==> config.mk <==
export PLATFORM = sky130hd
export DESIGN_NAME = sync_fifo
export DESIGN_NICKNAME = d
export VERILOG_FILES = /design/src/rtl/sync_fifo.sv
export SDC_FILE = /design/constraint.sdc
export NUM_CORES = 1
export LEC_CHECK = 0
export CAP_MARGIN = 10
export CORE_UTILIZATION = 39
export DETAILED_ROUTE_END_ITERATION = 7
export MAX_ROUTING_LAYER = met4
export SKIP_CTS_REPAIR_TIMING = 1
export SLEW_MARGIN = 40
export SYNTH_ARGS = -nofsm -noshare
export SYNTH_HDL_FRONTEND = slang
export SYNTH_SLANG_ARGS = --single-unit
==> constraint.sdc <==
create_clock -name clk -period 2 [get_ports clk]
set_input_delay 0.4 -clock clk [delete_from_list [all_inputs] [get_ports clk]]
set_output_delay 0.4 -clock clk [all_outputs]
set_load 0.02 [all_outputs]
==> src/rtl/sync_fifo.sv <==
// sync_fifo: single-clock FIFO with selectable first-word-fall-through mode,
// fill level, almost-full/almost-empty thresholds, synchronous flush and
// sticky overflow/underflow flags.
//
// Ports:
//   clk, rst_n        clock (rising edge) / asynchronous active-low reset
//   i_flush           synchronous flush, overrides read and write
//   i_wr_en/i_wr_data write request and data
//   i_rd_en           read (pop) request
//   o_rd_data         read data (registered when Fwft=0, head word when Fwft=1)
//   o_rd_valid        Fwft=0: one-cycle pulse with new o_rd_data; Fwft=1: !o_empty
//   o_full/o_empty    occupancy at Depth / zero
//   o_almost_full     level >= AlmostFullThr
//   o_almost_empty    level <= AlmostEmptyThr
//   o_level           current occupancy, 0..Depth
//   o_overflow        sticky: write attempted while full
//   o_underflow       sticky: read attempted while empty
module sync_fifo #(
    parameter int Depth          = 4,
    parameter int Width          = 8,
    parameter bit Fwft           = 1'b0,
    parameter int AlmostFullThr  = 3,
    parameter int AlmostEmptyThr = 1
) (
    input  logic                       clk,
    input  logic                       rst_n,
    input  logic                       i_flush,
    input  logic                       i_wr_en,
    input  logic [Width-1:0]           i_wr_data,
    input  logic                       i_rd_en,
    output logic [Width-1:0]           o_rd_data,
    output logic                       o_rd_valid,
    output logic                       o_full,
    output logic                       o_empty,
    output logic                       o_almost_full,
    output logic                       o_almost_empty,
    output logic [$clog2(Depth):0]     o_level,
    output logic                       o_overflow,
    output logic                       o_underflow
);
    localparam int PW = $clog2(Depth);
    localparam logic [PW:0] LVL_FULL = (PW+1)'(Depth);
    localparam logic [PW:0] LVL_AF   = (PW+1)'(AlmostFullThr);
    localparam logic [PW:0] LVL_AE   = (PW+1)'(AlmostEmptyThr);
    localparam logic [PW:0] ONE      = (PW+1)'(1);

    logic [Width-1:0] mem [Depth];
    logic [PW:0]      wr_ptr, rd_ptr, level;
    logic             wr_acc, rd_acc;

    // Flags are decoded from the registered level so they move with o_level.
    assign o_level        = level;
    assign o_full         = (level == LVL_FULL);
    assign o_empty        = (level == '0);
    assign o_almost_full  = (level >= LVL_AF);
    assign o_almost_empty = (level <= LVL_AE);

    // Acceptance looks only at start-of-cycle state, so a read never frees
    // room for a same-cycle write when full, and a write is never bypassed
    // to a same-cycle read when empty. Flush masks both.
    assign wr_acc = i_wr_en & ~o_full  & ~i_flush;
    assign rd_acc = i_rd_en & ~o_empty & ~i_flush;

    always_ff @(posedge clk or negedge rst_n) begin
        if (!rst_n) begin
            wr_ptr      <= '0;
            rd_ptr      <= '0;
            level       <= '0;
            o_overflow  <= 1'b0;
            o_underflow <= 1'b0;
        end else if (i_flush) begin
            wr_ptr      <= '0;
            rd_ptr      <= '0;
            level       <= '0;
            o_overflow  <= 1'b0;
            o_underflow <= 1'b0;
        end else begin
            if (wr_acc) wr_ptr <= wr_ptr + ONE;
            if (rd_acc) rd_ptr <= rd_ptr + ONE;
            case ({wr_acc, rd_acc})
                2'b10:   level <= level + ONE;
                2'b01:   level <= level - ONE;
                default: level <= level;
            endcase
            if (i_wr_en && o_full)  o_overflow  <= 1'b1;
            if (i_rd_en && o_empty) o_underflow <= 1'b1;
        end
    end

    // Storage is not reset; contents are meaningless until written.
    always_ff @(posedge clk) begin
        if (wr_acc) mem[wr_ptr[PW-1:0]] <= i_wr_data;
    end

    generate
        if (Fwft) begin : g_fwft
            assign o_rd_data  = mem[rd_ptr[PW-1:0]];
            assign o_rd_valid = ~o_empty;
        end else begin : g_reg
            logic [Width-1:0] rd_data_q;
            logic             rd_valid_q;

            always_ff @(posedge clk or negedge rst_n) begin
                if (!rst_n) begin
                    rd_data_q  <= '0;
                    rd_valid_q <= 1'b0;
                end else if (i_flush) begin
                    rd_data_q  <= '0;
                    rd_valid_q <= 1'b0;
                end else begin
                    rd_valid_q <= rd_acc;
                    if (rd_acc) rd_data_q <= mem[rd_ptr[PW-1:0]];
                end
            end

            assign o_rd_data  = rd_data_q;
            assign o_rd_valid = rd_valid_q;
        end
    endgenerate
endmodule

Word level (Yosys, flattened, before mapping)
Memory sizes are Yosys's and may differ from the RTL's.
Index checks and enable logic that the tools add are counted.
Word-level totals
  bits of input ports: 13
  memory bits (read-only): 0
  output and inout bits: 18
  logic and storage cells: 47
  RAM bits: 32
  bits in latches: 0
  memories: 1
  register bits: 20
Memories
  mem: depth 4, bits a word 8, rd ports 1, clocked after memory_dff 0, write ports 1, RTL line 47  | logic [Width-1:0] mem [Depth];
Cells by class
  bitwise gates (word level): 7
  add/subtract/negate cells: 4
  shift operators: 0
  reduce and logical (&&, ||, !) cells: 8
  muxes and demuxes: 15
  equal/unequal tests: 3
  $mul: 0
  order comparisons: 2
  div/mod/pow operators: 0
Operators with widths (number)
  8-bit 2-to-1 mux: 2
  3-bit 2-to-1 mux: 5
  3-bit by 1-bit adder with 3-bit output (second input constant): 3
  2-bit nonzero test: 4
  1-bit 2-to-1 mux: 7
  3-bit one-hot mux with 2 select lines: 1
  1-bit AND: 4
  3-bit == test (second input constant): 1
  3-bit by 2-bit >= comparator with 1-bit output (second input constant): 1
  3-bit by 1-bit less-or-equal comparator with 1-bit output (second input constant): 1
  3-bit zero test: 1
  1-bit NOT: 3
  3-bit nonzero test: 1
  3-bit by 1-bit subtractor with 3-bit output (second input constant): 1
  2-bit by 1-bit == test with 1-bit output (second input constant): 1
  2-bit == test (second input constant): 1
  1-bit logical AND: 2

Logic depth before layout (Yosys ltp)
  word-level depth: 7
  mapped depth: 7
  gate-level depth less buffers: 7

Worst setup path after synthesis
OpenSTA, ideal clock, no wires.
  path type: reg2reg
  from: reg level[0], in the netlist o_level[0]
  to: mem mem[2][0] (enable)
  data required time: 1.668 ns
  period minus slack after synthesis: 1.961 ns
  cell stages (with the launch flop): 7
  slack: 0.039 ns
  library setup time: 0.332 ns
  data arrival time: 1.629 ns
  buffers on the path: 1
  cells stage by stage: dfrtp_1 > inv_1 > ha_1 > a21bo_1 > buf_6 > nor2_1 > and2_1
On the way
  longest elaborated chain between the ends: 6
Ends and longest elaborated chain
  from (decl): RTL line 48  | logic [PW:0] wr_ptr, rd_ptr, level;
  from (signal assigned): RTL line 81  | 2'b10: level <= level + ONE;
  from (signal assigned): RTL line 82  | 2'b01: level <= level - ONE;
  from (signal assigned): RTL line 83  | default: level <= level;
  3-bit == test: RTL line 53  | assign o_full = (level == LVL_FULL);
  1-bit NOT: RTL line 61  | assign wr_acc = i_wr_en & ~o_full & ~i_flush;
  1-bit AND (2 in a row): RTL line 61
  1-bit 2-to-1 mux: RTL line 92  | if (wr_acc) mem[wr_ptr[PW-1:0]] <= i_wr_data;
  1-bit 2-to-1 mux (not written as such): RTL line 92
  to (decl): RTL line 47
No other way between the ends.

Final worst setup path
  from: reg level[1], in the netlist o_level[1]
  to: out o_almost_empty
On the way
  longest elaborated chain between the ends: 1
Ends and longest elaborated chain
  3-bit by 1-bit less-or-equal comparator with 1-bit output: RTL line 56  | assign o_almost_empty = (level <= LVL_AE);
  to (decl): RTL line 36  | output logic o_almost_empty,
No other way between the ends.

==> results.json <==
{
  "rsz0062_at_grt": "false",
  "async_flop_share_pct": 36.0,
  "grt.busiest_layer": "met2",
  "clk_path_buf_depth": 2,
  "syn_to_final_growth_pct": 28.8,
  "syn_inst": 145,
  "netlist_area_um2": 2150,
  "seq_area_frac_synth_pct": 65.6,
  "nets": 214,
  "final-setup-viol-count": 0,
  "first_global_vias": 1325,
  "relSlewSlack_pct": 66.7,
  "clkSinkCount": 50,
  "cp.required_ps": 1600,
  "r2r_cells": 7,
  "root_buffer": "clkbuf_8",
  "antenna_found_initial": 0,
  "synth_commonest_cells": "edfxtp_1 (32), dfrtp_1 (18), nand2_1 (18), a21oi_1 (12), nor2_1 (11)",
  "drcViolationCount": 0,
  "track_usage_pct": 15.8,
  "insertion_delay_ps": 300,
  "cp-start-kind": "register",
  "ios": 31,
  "yosys_register_bits": 50,
  "vias_per_cell": 4.80,
  "cts_inserted_buffers": 5,
  "worstPathArrival_ps": 1460,
  "core_area_um2": 5200,
  "synth_area_leader_cell": "edfxtp_1",
  "postRouteWirelength_mm": 3.93,
  "slew_viol_final": 0,
  "avgSynthCellArea_um2": 14.8,
  "syn-num-nets": 167,
  "grt_use_met2_pct": 24.1,
  "post-dp-hpwl_mm": 3.06,
  "fin_tns_setup_ps": 0,
  "grt_max_degree": 19,
  "grt_first_pass_wirelength_mm": 6.81,
  "yosys-top-cells-area": "edfxtp_1 (45%), dfrtp_1 (21%), mux4_2 (8.4%), ha_1 (5.2%), nand2_1 (3.1%)",
  "post-route-min-period_ps": 1860,
  "routed-via-count": 1262,
  "wl_per_cell_um": 15.0,
  "htree_levels": 2,
  "cts.clk_slew.worst_paths_ps": 90,
  "fillers": 451,
  "crit_type": "register to output pin",
  "max-cap-violations": 0,
  "drive_gt1_share_pct": 20.2,
  "yosys.area.top_type_share_pct": 44.7,
  "die_height_um": 76.3,
  "cts_tree": "done",
  "fp-row-count": 26,
  "synth_edf_count": 32,
  "fin_crit_sh_pct": 93.0,
  "synth_warnings": 0,
  "hold_class": "input port to async pin",
  "numPortBuffers": 30,
  "path_max_fanout": 7,
  "fmax_mhz": 537,
  "ir_worst_vdd_mv": 0.544,
  "p_per_area_nw_per_um2": 1110,
  "fin_worst_skew_ps": 10.1,
  "synth_most_common_cell": "edfxtp_1",
  "grt_use_met1_pct": 21.0,
  "initial_core_util_pct": 41.3,
  "status": "completed",
  "worst_slack_ps": 139,
  "synthFlopType": "edfxtp_1",
  "drtIter0Drc": 88,
  "ys_types": 29,
  "gr-total-overflow": 0,
  "finalHoldViolCount": 0,
  "cp-end-kind": "output pin",
  "place_ws_ps": 51.4,
  "worst_pin_slew_ps": 500,
  "postRouteAntennaNets": 0,
  "die_area_um2": 5820,
  "diodes": 0,
  "gp_congestion": 0.778,
  "p_leak_nw": 1.09,
  "die_width_um": 76.3,
  "dr.pass1.iters": 4,
  "grt_use_met3_pct": 4.19
}
## flip-flops by register name (all words and copies together) (netlist names)
name and count:
mem 32, o_rd_data 8, o_level 3, rd_ptr 2, wr_ptr 2, o_overflow 1
o_rd_valid 1, o_underflow 1
## metal layers
layer / routed length (um) / vias to the layer above / share of wire, %
li1: - / 615 / -
met1: 1850 / 619 / 47
met2: 1920 / 26 / 49
met3: 148 / 2 / 3.8
met4: 23 / 0 / 0.58
met5: 0 / - / 0
## worst max-delay path: stages (launching register included)
cell            delay (ps)
dfrtp_1                380
inv_1                   60
buf_4                  160
ha_1                   190
a21oi_1                120
nor2_1                  50
dlymetal6s2s_1         200
## metrics by stage
stage / util (%) / power [mW] / instances / instance area [um2] / hold slack, ps
after floorplan: - / 2.05 / 145 / 2150 / 104
after global placement: 51.2 / 2.50 / 255 / 2670 / 478
after detailed placement: 51.2 / 2.53 / 255 / 2670 / 494
after CTS: 52.9 / 3.11 / 263 / 2760 / 299
after global routing: 53.2 / 3.26 / 263 / 2770 / 308
final: 53.2 / 3.06 / 263 / 2770 / 301
## placed cells by master, fill, tap and decap left out
| cell type | n |
|---|---|
| and2_2 | 1 |
| nor2_2 | 1 |
| clkinv_1 | 1 |
| clkbuf_8 | 5 |
| o2bb2ai_1 | 1 |
| nor3_1 | 2 |
| nand2_1 | 18 |
| a21oi_1 | 12 |
| a21bo_1 | 1 |
| buf_12 | 4 |
| xnor2_1 | 4 |
| inv_6 | 1 |
| and2_1 | 3 |
| nand3_1 | 1 |
| xor2_1 | 1 |
| nand2b_4 | 1 |
| buf_4 | 11 |
| inv_4 | 1 |
| inv_2 | 1 |
| clkdlybuf4s50_1 | 26 |
| o21ai_0 | 2 |
| mux4_2 | 8 |
| a221oi_1 | 1 |
| nor2_8 | 1 |
| maj3_2 | 1 |
| a211oi_2 | 1 |
| a211oi_1 | 1 |
| clkinvlp_4 | 1 |
| inv_1 | 5 |
| mux2i_1 | 2 |
| and2_4 | 1 |
| dfrtp_1 | 18 |
| dlymetal6s2s_1 | 4 |
| edfxtp_1 | 32 |
| nor2_1 | 10 |
| ha_1 | 9 |
## worst paths after layout
kind | slack, ps | endpoint | startpoint
min in group clk | 510 | o_overflow | o_overflow
max in group asynchronous | 1250 | o_rd_data[5] | rst_n
min | 300 | o_rd_data[7] | rst_n
max reg2reg | 140 | o_level[1] | o_level[0]
min reg2reg | 510 | o_overflow | o_overflow
max | 140 | o_almost_empty | o_level[1]
## cell type report
class / instances / area (um2) / share of cell area, %
Clock buffer: 5 / 68.8 / 2.48
Clock inverter: 3 / 20.0 / 0.723
Inverter: 7 / 28.8 / 1.04
Multi-Input combinational cell: 83 / 681 / 24.6
Sequential cell: 50 / 1410 / 50.9
Tap cell: 70 / 87.6 / 3.16
Timing Repair Buffer: 45 / 473 / 17.1
## logic make-up after synthesis
| kind of cell | share of synthesized area (%) |
|---|---|
| xor+xnor | 2.04 |
| mux | 9.31 |
| buf+inv | 2.97 |
| simple gates | 8.84 |
| fa+ha+maj | 5.76 |
| compound gates | 5.47 |
| flops | 65.6 |
## power breakdown
group / switching, mW / internal [mW]
Combinational: 0.564 / 0.589
Sequential: 0.106 / 1.22
Clock: 0.334 / 0.247
Note: power is estimated with default switching activity, not from simulation.
